$ cat config.mk
export PLATFORM = sky130hd
export DESIGN_NAME = systolic_drain
export DESIGN_NICKNAME = d
export VERILOG_FILES = /design/src/rtl/systolic_drain.sv
export SDC_FILE = /design/constraint.sdc
export NUM_CORES = 1
export LEC_CHECK = 0
export BUFFER_PORTS_ARGS = -buffer_cell sky130_fd_sc_hd__buf_4
export CAP_MARGIN = 20
export CORE_AREA = 2 2 110 112
export DETAILED_ROUTE_END_ITERATION = 7
export DIE_AREA = 0 0 112 114
export GPL_ROUTABILITY_DRIVEN = 0
export PLACE_DENSITY_LB_ADDON = 0.2
export SLEW_MARGIN = 20
export SYNTH_ARGS = -nofsm -noshare
export SYNTH_HDL_FRONTEND = slang
export SYNTH_SLANG_ARGS = --single-unit
$ cat constraint.sdc
create_clock -name clk -period 7.4 [get_ports clk]
set_clock_uncertainty 0.15 [all_clocks]
set_input_delay 1.48 -clock clk [delete_from_list [all_inputs] [get_ports clk]]
set_output_delay 1.48 -clock clk [all_outputs]
set_load 0.01 [all_outputs]
$ cat src/rtl/systolic_drain.sv
// De-skews the systolic array's diagonal result stream into a row buffer
// and hands the tile out one row per valid/ready transfer.
module systolic_drain #(
    parameter int WIDTH = 8,
    parameter int DEPTH = 8
) (
    input  logic             clk,
    input  logic             rst,
    input  logic             start,
    input  logic [WIDTH-1:0] col_in,
    output logic             busy,
    output logic [WIDTH-1:0] out_data,
    output logic             out_valid,
    input  logic             out_ready,
    output logic             start_err
);

    localparam int LAST = WIDTH + DEPTH - 2;
    localparam int CW   = $clog2(WIDTH + DEPTH);
    localparam int PW   = (DEPTH > 1) ? $clog2(DEPTH) : 1;

    typedef enum logic [1:0] {
        IDLE,
        CAPTURE,
        DRAIN
    } state_t;

    state_t           state;
    state_t           state_nx;
    logic             cap_en;
    logic [CW-1:0]    cnt;
    logic [PW-1:0]    ptr;
    logic [WIDTH-1:0] row_buf [DEPTH];

    always_ff @(posedge clk or posedge rst) begin
        if (rst) begin
            state <= IDLE;
        end else begin
            state <= state_nx;
        end
    end

    always_comb begin
        state_nx = state;
        cap_en   = 1'b0;
        unique case (state)
            IDLE: begin
                if (start) begin
                    cap_en   = 1'b1;
                    state_nx = (LAST == 0) ? DRAIN : CAPTURE;
                end
            end
            CAPTURE: begin
                cap_en = 1'b1;
                if (cnt == CW'(LAST)) begin
                    state_nx = DRAIN;
                end
            end
            DRAIN: begin
                if (out_ready && ptr == PW'(DEPTH - 1)) begin
                    state_nx = IDLE;
                end
            end
            default: state_nx = IDLE;
        endcase
    end

    // cnt is 0 in IDLE, so the start cycle itself is capture cycle c=0
    always_ff @(posedge clk or posedge rst) begin
        if (rst) begin
            cnt <= '0;
        end else if (cap_en && state_nx == CAPTURE) begin
            cnt <= cnt + 1'b1;
        end else begin
            cnt <= '0;
        end
    end

    always_ff @(posedge clk or posedge rst) begin
        if (rst) begin
            ptr <= '0;
        end else if (state != DRAIN) begin
            ptr <= '0;
        end else if (out_ready) begin
            ptr <= (ptr == PW'(DEPTH - 1)) ? '0 : ptr + 1'b1;
        end
    end

    // Column j carries row r at capture cycle r+j; everything else is dropped
    always_ff @(posedge clk or posedge rst) begin
        if (rst) begin
            for (int r = 0; r < DEPTH; r++) begin
                row_buf[r] <= '0;
            end
        end else if (cap_en) begin
            for (int r = 0; r < DEPTH; r++) begin
                for (int j = 0; j < WIDTH; j++) begin
                    if (cnt == CW'(r + j)) begin
                        row_buf[r][j] <= col_in[j];
                    end
                end
            end
        end
    end

    always_ff @(posedge clk or posedge rst) begin
        if (rst) begin
            start_err <= 1'b0;
        end else begin
            start_err <= start && (state != IDLE);
        end
    end

    assign busy      = (state != IDLE);
    assign out_valid = (state == DRAIN);
    assign out_data  = out_valid ? row_buf[ptr] : '0;

endmodule

Word-level counts from Yosys, hierarchy flattened
Cells that the tools add are included.
{"block": "totals", "in_bits": 12, "out_inout_bits": 11, "register_bits": 74}
{"block": "op_classes", "n_lt_le_gt_ge": 1, "bitwise_logic": 1, "n_reduce_logical": 22, "addsub": 2, "muxes": 14, "n_eq_ne": 19}
{"operator": "AND reduction 2 bit", "n": 15}
{"operator": "== test 4 bit (second input constant)", "n": 7}
{"operator": "binary-select mux 8 bit (select 3 bit)", "n": 1}
{"operator": "2-to-1 mux 8 bit", "n": 3}
{"operator": "== test 4 x 3 -> 1 bit (second input constant)", "n": 4}
{"operator": "2-to-1 mux 3 bit", "n": 3}
{"operator": "== test 4 x 2 -> 1 bit (second input constant)", "n": 2}
{"operator": "2-to-1 mux 2 bit", "n": 3}
{"operator": "one-hot mux 2 bit (3 select lines)", "n": 1}
{"operator": "adder 4 x 1 -> 4 bit (second input constant)", "n": 1}
{"operator": "== test 2 x 1 -> 1 bit (second input constant)", "n": 2}
{"operator": "== test 4 x 1 -> 1 bit (second input constant)", "n": 1}
{"operator": ">= comparator 4 bit (second input constant)", "n": 1}
{"operator": "zero test 4 bit", "n": 1}
{"operator": "2-to-1 mux 4 bit", "n": 1}
{"operator": "NOT 3 -> 4 bit", "n": 1}
{"operator": "nonzero test 2 bit", "n": 2}
{"operator": "adder 3 x 1 -> 3 bit (second input constant)", "n": 1}
{"operator": "== test 3 bit (second input constant)", "n": 1}
{"operator": "logical AND 1 bit", "n": 3}
{"operator": "== test 2 bit (second input constant)", "n": 1}
{"operator": "zero test 2 bit", "n": 1}
{"operator": "inequality test 2 bit (second input constant)", "n": 1}
{"operator": "one-hot mux 1 bit (2 select lines)", "n": 1}
{"operator": "2-to-1 mux 1 bit", "n": 1}

Depth between registers and ports, before layout
Gate-level depths: netlist of run 1.
{"block": "depth", "word_depth": 7, "ltp_mapped": 6}

Least setup slack after synthesis of run 1
No wires, ideal clock.
{"block": "synth_timing", "kind": "reg2out", "from": "register ptr[1]", "to": "output port out_data[4]", "t_arrival_ps": 1233, "required_ps": 5770, "path_stages_with_launch": 6, "path_buffers": 2, "setup_slack_ps": 4537, "path_cell_list": "dfrtp_1 buf_2 buf_2 mux2i_1 a22oi_1 and3_1"}
{"block": "synth_between", "elab_chain_len": 5}
{"item": "start, declared", "line_no": "32", "rtl": "logic [PW-1:0] ptr;"}
{"item": "start signal, assigned", "line_no": "85", "rtl": "ptr <= (ptr == PW'(DEPTH - 1)) ? '0 : ptr + 1'b1;"}
{"item": "NOT 3 -> 4 bit (implied by the code)", "line_no": "116", "rtl": "assign out_data = out_valid ? row_buf[ptr] : '0;"}
{"item": "binary-select mux 8 bit (select 3 bit)", "line_no": "116"}
{"item": "2-to-1 mux 8 bit (implied by the code) (2 in series)", "line_no": "116"}
{"item": "2-to-1 mux 8 bit", "line_no": "116"}
{"item": "end, declared", "line_no": "12", "rtl": "output logic [WIDTH-1:0] out_data,"}
No other way between the ends. The select of a mux whose other input is x is not followed.

Final worst setup path of run 1
{"block": "layout_timing", "from": "register ptr[1]", "to": "output port out_data[7]"}
The elaborated chain is that of the path after synthesis.

==> results of run 1 <==
## flip-flops by register name, indices dropped and copies added (netlist names)
register   cells
row_buf       64
state          2
cnt            4
start_err      1
ptr            3
## cell type report
class                      count  share of cell area
sequential                    74              0.4515
multi-input combinational    172              0.3915
clock buffer                  13             0.06098
tap                          147             0.04482
timing repair buffer          23             0.04207
inverter                       6            0.005488
clock inverter                 3            0.003659
## power by group through the flow
stage               Combinational (mW)  Clock, mW  Sequential, mW
finish                           0.491      0.396           0.707
floorplan                        0.412          0           0.680
global route                     0.541      0.426           0.730
CTS                              0.498      0.407           0.707
global placement                 0.485          0           0.709
detailed placement               0.498          0           0.711
## worst max-delay path, delay by kind of cell (launching register included)
| kind | cells | cell delay, ns |
|---|---|---|
| flops | 1 | 1.03 |
| mux | 1 | 0.29 |
| simple gates | 1 | 0.26 |
| buf+inv | 1 | 0.15 |
| compound gates | 1 | 0.09 |
## kinds of logic (layout without fill, tap and decap cells)
logic type | Yosys count | count (layout)
mux | 99 | 99
flops | 74 | 74
simple gates | 45 | 45
compound gates | 20 | 20
buf+inv | 16 | 45
fa+ha+maj | 6 | 6
xor+xnor | 2 | 2
## stage by stage
stage	cells	hold slack, ns	power (mW)	cell area, sq um	setup WS, ns
floorplan	262	0.3267	1.093	3545	3.888
global placement	422	0.3370	1.194	3839	3.933
detailed placement	422	0.3425	1.209	3839	3.936
CTS	438	0.3552	1.612	4104	3.563
global route	438	0.3578	1.696	4104	3.446
finish	438	0.3516	1.594	4104	3.569
## placed cells by master (no fill, tap or decap), drive strengths merged, types with 2 or more instances in the layout
| cell type | count |
|---|---|
| a21oi | 2 |
| a22oi | 16 |
| and2 | 4 |
| and3 | 8 |
| buf | 23 |
| clkbuf | 13 |
| clkinv | 3 |
| dfrtp | 74 |
| ha | 6 |
| inv | 6 |
| mux2 | 65 |
| mux2i | 34 |
| nand3 | 13 |
| nor2 | 9 |
| nor2b | 3 |
| nor3b | 2 |
## layer usage
| layer | global-route usage | wire (microns) | vias to the layer above |
|---|---|---|---|
| met5 | 0 | 0 | - |
| met3 | 0.02285 | 162 | 9 |
| li1 | - | - | 1003 |
| met4 | 0.05610 | 141 | 0 |
| met1 | 0.1782 | 3785 | 1137 |
| met2 | 0.2149 | 3952 | 30 |
## worst max-delay path by stage
stage	start	to	slack [ns]	cells past startpoint
2_1_floorplan	rst	cnt[0]$_DFF_PP0_	3.89	1
3_3_place_gp	ptr[1]$_DFFE_PP0P_	out_data[0]	3.93	4
3_5_place_dp	ptr[1]$_DFFE_PP0P_	out_data[7]	3.94	4
4_1_cts	ptr[1]$_DFFE_PP0P_	out_data[7]	3.56	4
5_1_grt	ptr[1]$_DFFE_PP0P_	out_data[7]	3.45	4
6_report	ptr[1]$_DFFE_PP0P_	out_data[7]	3.57	4
==> metrics.yaml, run 1 <==
worst_setup_path:
  worst_ep_arrival_time_ns: 2.20
  startpoint_type: "flip-flop"
  max_stage_delay_ns: 1.03
  critPathMaxFanout: 34
  rr_startpoint: "cnt[3]$_DFF_PP0_"
  reg2reg_slack_ns: 5.17
  reg2reg_depth: 3
  crit_required_ns: 5.77
  rr_endpoint: "row_buf[18]$_DFFE_PP0P_"
  endpoint_kind: "output pin"
  worstPathCellList: "mux2i_1 -> a22oi_1 -> and3_1 -> buf_4"
  worstSetupPathType: "reg2out"
  cp_slowest_cell: "dfrtp_2"
logic_synthesis:
  synth_xor_xnor_area_share: 0.004942
  syn-num-nets: 280
  synth_common_cells: "74 x dfrtp_1, 57 x mux2_2, 34 x mux2i_1, 16 x a22oi_1, 10 x nand3_1"
  synth_most_common_cell: "dfrtp_1"
  synthMuxAreaShare: 0.3110
  ys_ff_latch: 74
  synthCells: 262
  yosys.area.top_type: "dfrtp_1"
  seq_area_frac_synth: 0.5224
  avgSynthCellArea_sq_um: 13.53
  synth_ff_type: "dfrtp_1"
  synthArstFlopShare: 1.000
  synth-simple-area-share: 0.07448
  ys_warn_count: 0
  syn_area_sq_um: 3545
  synth_top_family_by_area: "multiplexers"
  synth_area_leaders: "dfrtp_1 52%, mux2_2 18%, mux2i_1 9.6%, a22oi_1 3.4%, mux2_4 3.4%"
  synth_compound_area_frac: 0.04165
  synth_edf_count: 0
  yosys.area.top_type_share: 0.5224
  synth_adder_area_share: 0.02118
  yosys.cell_types.count: 30
status:
  status: "complete, no violations"
power:
  leakage_nw: 1.754
  p_per_area_nw_per_um2: 388.4
  power_frac_seq: 0.444
  p_comb_frac: 0.308
  sw_frac_of_total: 0.2982
  power.switching_mw: 0.4753
  irDropWorstVdd_mv: 0.1511
  internal_power_mw: 1.119
  power_frac_clock: 0.248
clocking:
  cts-resized-gates: 0
  ctsRootBufferMaster: "clkbuf_16"
  clk_pin_slew_ns: 0.06
  cts_hold_buf: 0
  cts_tree: "built"
  postCtsSetupBuffers: 0
  htree_levels: 3
  clkSinkCount: 74
  clockBufferDepth: 2
  clk_latency_ns: 0.33
  cts_buffers: 9
min_path:
  min_from: "row_buf[51]$_DFFE_PP0P_"
  whs_path_depth: 1
  hold_class: "reg2reg"
  min_to: "row_buf[51]$_DFFE_PP0P_"
floorplan:
  fp.dieW_microns: 112
  initial_core_util: 0.3027
  die_area_sq_um: 12770
  io_pins: 23
  core_area_sq_um: 11710
  rows: 40
  die_h_microns: 114
timing:
  max_freq_mhz: 261.0
  finalCritPeriodShare: 0.5178
  hold_viol: 0
  setup_violations: 0
  tightest_slew_ns: 1.034
  relSlewSlack: 0.3105
  final-max-slew-violation-count: 0
  rsz0062_at_grt: "false"
  min_period_ns: 3.831
  tns_ns: 0
drt:
  drc: 0
  dr_total_vias: 2179
  drt_pass1_iterations: 4
  viasPerCell: 4.975
  drt_iter0_drc: 143
  ant_nets: 0
  wl_mm: 8.041
  wl_per_cell_microns: 18.36
placement:
  io_buffer_count: 22
  detailed_place_hpwl_mm: 5.007
finish:
  nets: 304
  fillers: 1211
  multi_input_area_sq_um: 1607
  drive_above_1_share: 0.3677
  regArea_sq_um: 1853
  utilization: 0.3504
  area_growth_pct: 15.78
  antennaDiodeCount: 0
job:
  cap_violations: 0
global_route:
  grt_start_max_net_pins: 75
  gr-usage-all-layers: 0.1331
  antenna_found_initial: 0
  grt_pass1_wl_mm: 12.79
  grt_pass1_vias: 2261
  grt.overflow.total: 0
(Power assumes the default switching activity.)
==> run 2, diff against run 1 <==
ABC_AREA = 1   (was default)
CORE_AREA = 2 2 114 116   (was 2 2 110 112)
DIE_AREA = 0 0 116 118   (was 0 0 112 114)
clock period = 3.5 ns   (was 7.4 ns; I/O delays follow)
==> run 2 against run 1 <==
Against the previous run:
- wire length grew 13%
- synthesized cell count increased by 90%
- power rose by 130%
- cell count up 58%
- critical path depth increased by 3
- critical endpoint is now out_data[1]
==> metrics.yaml, run 2 <==
status:
  status: "complete, no violations"  # unchanged
power:
  leakage_nw: 2.248  # was 1.754 nW
  p_per_area_nw_per_um2: 808.2  # was 388.4 nW/um^2
  irDropWorstVdd_mv: 0.3145  # was 0.1511 mV
timing:
  final-max-slew-violation-count: 0  # unchanged
  max_freq_mhz: 388.5
  min_period_ns: 2.574
  tns_ns: 0  # unchanged
  setup_violations: 0  # unchanged
  tightest_slew_ns: 0.7277  # was 1.034 ns
  hold_viol: 0  # unchanged
  relSlewSlack: 0.5142  # was 0.3105
  rsz0062_at_grt: "false"  # unchanged
  finalCritPeriodShare: 0.7354
logic_synthesis:
  synth_ff_type: "dfrtp_1"  # unchanged
  synthArstFlopShare: 1.000  # unchanged
  synth_compound_area_frac: 0.1057  # was 0.04165
  ys_warn_count: 0  # unchanged
  synth_xor_xnor_area_share: 0.006935  # was 0.004942
  avgSynthCellArea_sq_um: 7.623  # was 13.53 sq um
  synthCells: 497  # was 262
  syn_area_sq_um: 3789  # was 3545 sq um
  yosys.cell_types.count: 23  # was 30
  synth_edf_count: 0  # unchanged
  yosys.area.top_type: "dfrtp_1"  # unchanged
  synth_area_leaders: "dfrtp_1 49%, nand2_1 16%, inv_1 8.3%, o21ai_1 6.5%, nand3_1 5.5%"  # was dfrtp_1 52%, mux2_2 18%, mux2i_1 9.6%, a22oi_1 3.4%, mux2_4 3.4%
  ys_ff_latch: 74  # unchanged
  synth_most_common_cell: "nand2_1"  # was dfrtp_1
  seq_area_frac_synth: 0.4888  # was 0.5224
  synth_adder_area_share: 0.01982  # was 0.02118
  synth-simple-area-share: 0.2639  # was 0.07448
  yosys.area.top_type_share: 0.4888  # was 0.5224
  synth_top_family_by_area: "simple AND/OR/NAND/NOR gates"  # was multiplexers
  synthMuxAreaShare: 0  # was 0.3110
  syn-num-nets: 515  # was 280
  synth_common_cells: "158 x nand2_1, 84 x inv_1, 74 x dfrtp_1, 49 x o21ai_1, 42 x nand3_1"  # was 74 x dfrtp_1, 57 x mux2_2, 34 x mux2i_1, 16 x a22oi_1, 10 x nand3_1
floorplan:
  fp.dieW_microns: 116  # was 112 microns
  initial_core_util: 0.3052  # was 0.3027
  core_area_sq_um: 12410  # was 11710 sq um
  die_h_microns: 118  # was 114 microns
  die_area_sq_um: 13690  # was 12770 sq um
  io_pins: 23  # unchanged
  rows: 41  # was 40
worst_setup_path:
  critical_path.top_delay_family: "buffers and inverters"  # was flip-flops
  worstSetupPathType: "reg2out"  # unchanged
  crit_required_ns: 2.65  # was 5.77 ns
  max_stage_delay_ns: 0.43  # was 1.03 ns
  critPathMaxFanout: 32  # was 34
  cp_slowest_cell: "inv_2"  # was dfrtp_2
  worst_ep_arrival_time_ns: 1.72  # was 2.20 ns
  endpoint_kind: "output pin"  # unchanged
  worstPathCellList: "inv_2 -> nand2_1 -> nand3_1 -> nand2_1 -> nor2_1 -> nor2_1 -> buf_4"  # was mux2i_1 -> a22oi_1 -> and3_1 -> buf_4
  startpoint_type: "flip-flop"  # unchanged
  critPathBufInv: 2  # was 1
finish:
  layout_commonest_cell: "nand2_1"  # was dfrtp_1
  regMostFlops: "row_buf"  # unchanged
  area_growth_pct: 17.57  # was 15.78%
  stdcell_area_sq_um: 4454  # was 4104 sq um
  reg_top3: "row_buf: 64 flops, cnt: 4 flops, ptr: 3 flops"  # unchanged
  antennaDiodeCount: 0  # unchanged
  drive_above_1_share: 0.1360  # was 0.3677
  final_cell_mix: "158 x nand2_1, 83 x inv_1, 74 x dfrtp_1"  # was 73 x dfrtp_1, 57 x mux2_2, 34 x mux2i_1
  multi_input_area_sq_um: 1501  # was 1607 sq um
  nets: 535  # was 304
  regArea_sq_um: 1852  # was 1853 sq um
  largest_register_ffs: 64  # unchanged
  fillers: 1357  # was 1211
clocking:
  clk_latency_ns: 0.33  # about the same
  clkSinkCount: 74  # unchanged
  clockBufferDepth: 2  # unchanged
  clk_pin_slew_ns: 0.06  # about the same
  cts_tree: "built"  # unchanged
  htree_levels: 3  # unchanged
  cts_hold_buf: 0  # unchanged
  postCtsSetupBuffers: 0  # unchanged
  cts-resized-gates: 0  # unchanged
  ctsRootBufferMaster: "clkbuf_16"  # unchanged
  cts_buffers: 9  # unchanged
drt:
  ant_nets: 0  # unchanged
  wl_mm: 9.111  # was 8.041 mm
  drc: 0  # unchanged
  viasPerCell: 4.455  # was 4.975
  wl_per_cell_microns: 13.13  # was 18.36 microns
  drt_iter0_drc: 171  # was 143
  dr_total_vias: 3092  # was 2179
  drt_pass1_iterations: 5  # was 4
placement:
  detailed_place_hpwl_mm: 6.040  # was 5.007 mm
  io_buffer_count: 22  # unchanged
  place_area_sq_um: 4101  # was 3839 sq um
global_route:
  gr-usage-all-layers: 0.1487  # was 0.1331
  antenna_found_initial: 0  # unchanged
  grt_start_max_net_pins: 35  # was 75
  grt_pass1_wl_mm: 15.66  # was 12.79 mm
  grt.overflow.total: 0  # unchanged
  grt_pass1_vias: 2975  # was 2261
min_path:
  hold_class: "reg2reg"  # unchanged
job:
  cap_violations: 0  # unchanged
run 2: cell count changes in the layout (fill, tap and decap cells not counted), sizes merged, moves of 24 or more:
cell / change
inv: +82
mux2: -65
mux2i: -34
nand2: +160
nand3: +32
nor2: +24
o21ai: +68
run 2: metrics by stage:
stage          worst slack [ns]    util  instances  hold WS (ns)  power, mW
3_3_place_gp              1.275  0.3304        678        0.3159      2.519
3_5_place_dp              1.250  0.3304        678        0.3183      2.547
2_1_floorplan            0.7684       -        497        0.2951      2.294
5_1_grt                  0.7276  0.3588        694        0.3526      3.922
6_report                 0.9260  0.3588        694        0.3309      3.600
4_1_cts                  0.8829  0.3588        694        0.3325      3.649
run 2: final cells by class:
class | count | area share
Sequential cell | 74 | 0.4157
Clock inverter | 5 | 0.02247
Multi-Input combinational cell | 317 | 0.3371
Clock buffer | 11 | 0.05674
Tap cell | 172 | 0.04831
Timing Repair Buffer | 27 | 0.04551
Inverter | 88 | 0.07416
run 2: where the power goes:
group	switching [mW]	leakage [nW]	internal [mW]
Clock	0.349	0.176	0.732
Sequential	0.209	0.939	1.22
Combinational	0.665	1.13	0.422
Total	1.22	2.25	2.38
run 2: worst paths after layout:
path,to,slack [ns],start,depth (start not counted)
worst max-delay path,out_data[1],0.93,ptr[0]$_DFFE_PP0P_,7
worst min-delay path,row_buf[28]$_DFFE_PP0P_,0.33,row_buf[28]$_DFFE_PP0P_,2
worst max register to register,row_buf[34]$_DFFE_PP0P_,1.71,cnt[1]$_DFF_PP0_,7
worst min register to register,row_buf[28]$_DFFE_PP0P_,0.33,row_buf[28]$_DFFE_PP0P_,2
max in group asynchronous,row_buf[60]$_DFFE_PP0P_,2.06,rst,3
min in group asynchronous,row_buf[15]$_DFFE_PP0P_,0.35,rst,2
run 2: worst min-delay path, stage by stage (launching register included):
cell	delay, ns
dfrtp_1	0.34
nand2_1	0.06
o21ai_2	0.05
run 2: cell families (layout without fill, tap and decap cells):
logic type,after synthesis,after routing
AO/OA/AOI/OAI,68,68
adder cells (fa/ha/maj),6,6
flip-flops,74,74
XOR/XNOR,3,3
buffers and inverters,106,131
AND/OR/NAND/NOR,240,240
run 2: routing by layer:
| layer | share of wire | GRT usage | vias to the layer above |
|---|---|---|---|
| li1 | - | - | 1563 |
| met4 | 0.023 | 0.06324 | 0 |
| met5 | 0 | 0 | - |
| met1 | 0.49 | 0.2061 | 1459 |
| met2 | 0.46 | 0.2303 | 57 |
| met3 | 0.029 | 0.02163 | 13 |
==> run 3, diff against run 2 <==
clock period = 2.15 ns   (was 3.5 ns; I/O delays follow)
==> run 3 against run 2 <==
Against the previous run:
- die area is the same
- cell count grew 1.2%
- final area grew 4.2%
- combinational power grew 69%
- largest cell class unchanged
- register-to-register slack lost 1.3 ns
- highest routed layer unchanged
- wire length grew 7.3%
- clock-buffer cell count is the same
- sequential share of layout area shrank 1.6 points
- flip-flop and latch count is the same
- first-iteration DRC count shrank 2.9%
- critical endpoint is now out_data[0]
- sequential power grew 64%
- worst setup slack lost 0.92 ns
==> metrics.yaml, run 3 (synthesis results as in run 2) <==
timing:
  rsz0062_at_grt: "true"  # was false
  final.setup.worst_slack_ns: 0.005415  # was 0.9260 ns
  setup_violations: 0  # unchanged
  min_period_ns: 2.145
  tightest_slew_ns: 0.5335  # was 0.7277 ns
  max_freq_mhz: 466.3
  finalCritPeriodShare: 0.9975
  relSlewSlack: 0.6435  # was 0.5142
  tns_ns: 0  # unchanged
  hold_viol: 0  # unchanged
  final-max-slew-violation-count: 0  # unchanged
finish:
  layout_commonest_cell: "nand2_1"  # unchanged
  regMostFlops: "row_buf"  # unchanged
  reg_top3: "row_buf: 64 flops, cnt: 4 flops, ptr: 3 flops"  # unchanged
  area_growth_pct: 22.46  # was 17.57%
  largest_register_ffs: 64  # unchanged
  antennaDiodeCount: 0  # unchanged
  final_cell_mix: "153 x nand2_1, 83 x inv_1, 72 x dfrtp_1"  # was 158 x nand2_1, 83 x inv_1, 74 x dfrtp_1
  nets: 543  # was 535
  drive_above_1_share: 0.1755  # was 0.1360
  stdcell_area_sq_um: 4639  # was 4454 sq um
placement:
  place_area_sq_um: 4153  # was 4101 sq um
  detailed_place_hpwl_mm: 6.341  # was 6.040 mm
  io_buffer_count: 22  # unchanged
  place_ws_ns: 0.3020  # was 1.250 ns
global_route:
  grt_pass1_wl_mm: 15.87  # was 15.66 mm
  grt_pass1_vias: 3204  # was 2975
  gr-usage-all-layers: 0.1497  # was 0.1487
  met2_usage: 0.2416  # was 0.2303
  grt.overflow.total: 0  # unchanged
  grt_start_max_net_pins: 41  # was 35
  grtUsageMet1: 0.1958  # was 0.2061
  antenna_found_initial: 0  # unchanged
  grt_most_used_layer: "met2"  # unchanged
  globalRouteMet3Util: 0.01957  # was 0.02163
power:
  irDropWorstVdd_mv: 0.5538  # was 0.3145 mV
  power_frac_seq: 0.393  # was 0.398
  sw_frac_of_total: 0.3483  # was 0.3398
  power_frac_clock: 0.298  # was 0.301
  internal_power_mw: 3.894  # was 2.376 mW
  p_per_area_nw_per_um2: 1288  # was 808.2 nW/um^2
  leakage_nw: 2.308  # was 2.248 nW
  p_comb_frac: 0.309  # was 0.302
  power.switching_mw: 2.081  # was 1.223 mW
drt:
  drc: 0  # unchanged
  drt_pass1_iterations: 4  # was 5
  viasPerCell: 4.460  # was 4.455
  drt_iter0_drc: 166  # was 171
  wl_per_cell_microns: 13.92  # was 13.13 microns
  ant_nets: 0  # unchanged
  dr_total_vias: 3131  # was 3092
  wl_mm: 9.774  # was 9.111 mm
floorplan:
  io_pins: 23  # unchanged
  initial_core_util: 0.3052  # unchanged
  rows: 41  # unchanged
  fp.dieW_microns: 116  # unchanged
  die_area_sq_um: 13690  # unchanged
  core_area_sq_um: 12410  # unchanged
  die_h_microns: 118  # unchanged
clocking:
  ctsRootBufferMaster: "clkbuf_16"  # unchanged
  clk_pin_slew_ns: 0.06  # about the same
  cts_tree: "built"  # unchanged
  clk_latency_ns: 0.34  # was 0.33 ns
  clkSinkCount: 74  # unchanged
  clockBufferDepth: 2  # unchanged
  cts_buffers: 9  # unchanged
  htree_levels: 3  # unchanged
worst_setup_path:
  crit_required_ns: 1.57  # was 2.65 ns
  worstSetupPathType: "reg2out"  # unchanged
  critPathMaxFanout: 11  # was 32
  endpoint_kind: "output pin"  # unchanged
  worst_ep_arrival_time_ns: 1.56  # was 1.72 ns
  startpoint_type: "flip-flop"  # unchanged
min_path:
  hold_class: "in2reg"  # was reg2reg
status:
  status: "complete, no violations"  # unchanged
job:
  cap_violations: 0  # unchanged
run 3: final timing paths:
check	startpoint	cells past startpoint	endpoint	slack (ns)
min in group asynchronous	rst	3	cnt[3]$_DFF_PP0_	0.53
setup reg to reg	cnt[1]$_DFF_PP0_	7	row_buf[61]$_DFFE_PP0P_	0.41
max in group asynchronous	rst	4	row_buf[41]$_DFFE_PP0P_	0.73
hold / removal	start	3	start_err$_DFF_PP0_	0.18
setup / recovery	ptr[0]$_DFFE_PP0P_	8	out_data[0]	0.005
hold reg to reg	state[1]$_DFF_PP0_	1	state[1]$_DFF_PP0_	0.32
run 3: worst max-delay path, cell delays in order (launching register included):
cell and delay (ns):
dfrtp_2 0.46, inv_4 0.12, clkbuf_16 0.17, nand2_2 0.05
nand3_1 0.07, nand3_1 0.07, nand2_1 0.09, nor2_2 0.04
buf_4 0.14
run 3: power by group through the flow:
stage / registers [mW] / logic [mW] / clock network, mW
after floorplan: 2.27 / 1.47 / 0
after global placement: 2.34 / 1.80 / 0
after detailed placement: 2.37 / 1.83 / 0
after CTS: 2.35 / 1.84 / 1.82
after global routing: 2.43 / 2.18 / 1.88
final: 2.35 / 1.84 / 1.78
run 3: area by class of cell:
type                       instances  area, sq um
timing repair buffer              35        341.6
sequential                        74         1854
fill                            1337         7775
clock buffer                      11        252.7
tap                              172        215.2
clock inverter                     5        100.1
inverter                          88        339.1
multi-input combinational        317         1536
run 3: metrics by stage:
step / hold WS, ns / std cells / power [mW] / utilization
2_1_floorplan: 0.2951 / 497 / 3.735 / -
3_3_place_gp: 0.3168 / 681 / 4.141 / 0.3345
3_5_place_dp: 0.3174 / 681 / 4.192 / 0.3345
4_1_cts: 0.1737 / 700 / 6.009 / 0.3668
5_1_grt: 0.1994 / 702 / 6.492 / 0.3737
6_report: 0.1811 / 702 / 5.975 / 0.3737
run 3: routing by layer:
metal / routed length [microns] / up-vias
li1: - / 1587
met1: 4609 / 1473
met2: 4589 / 51
met3: 317 / 20
met4: 258 / 0
met5: 0 / -
run 3: timing repair:
action                                  4_1_cts  5_1_grt
pin swaps                                     0        1
endpoints found under the setup margin        8        8
gates cloned                                  0        2
hold endpoints to repair                     17        0
resized for setup                             8       13
buffers inserted                              2        0
hold buffers                                  1        0
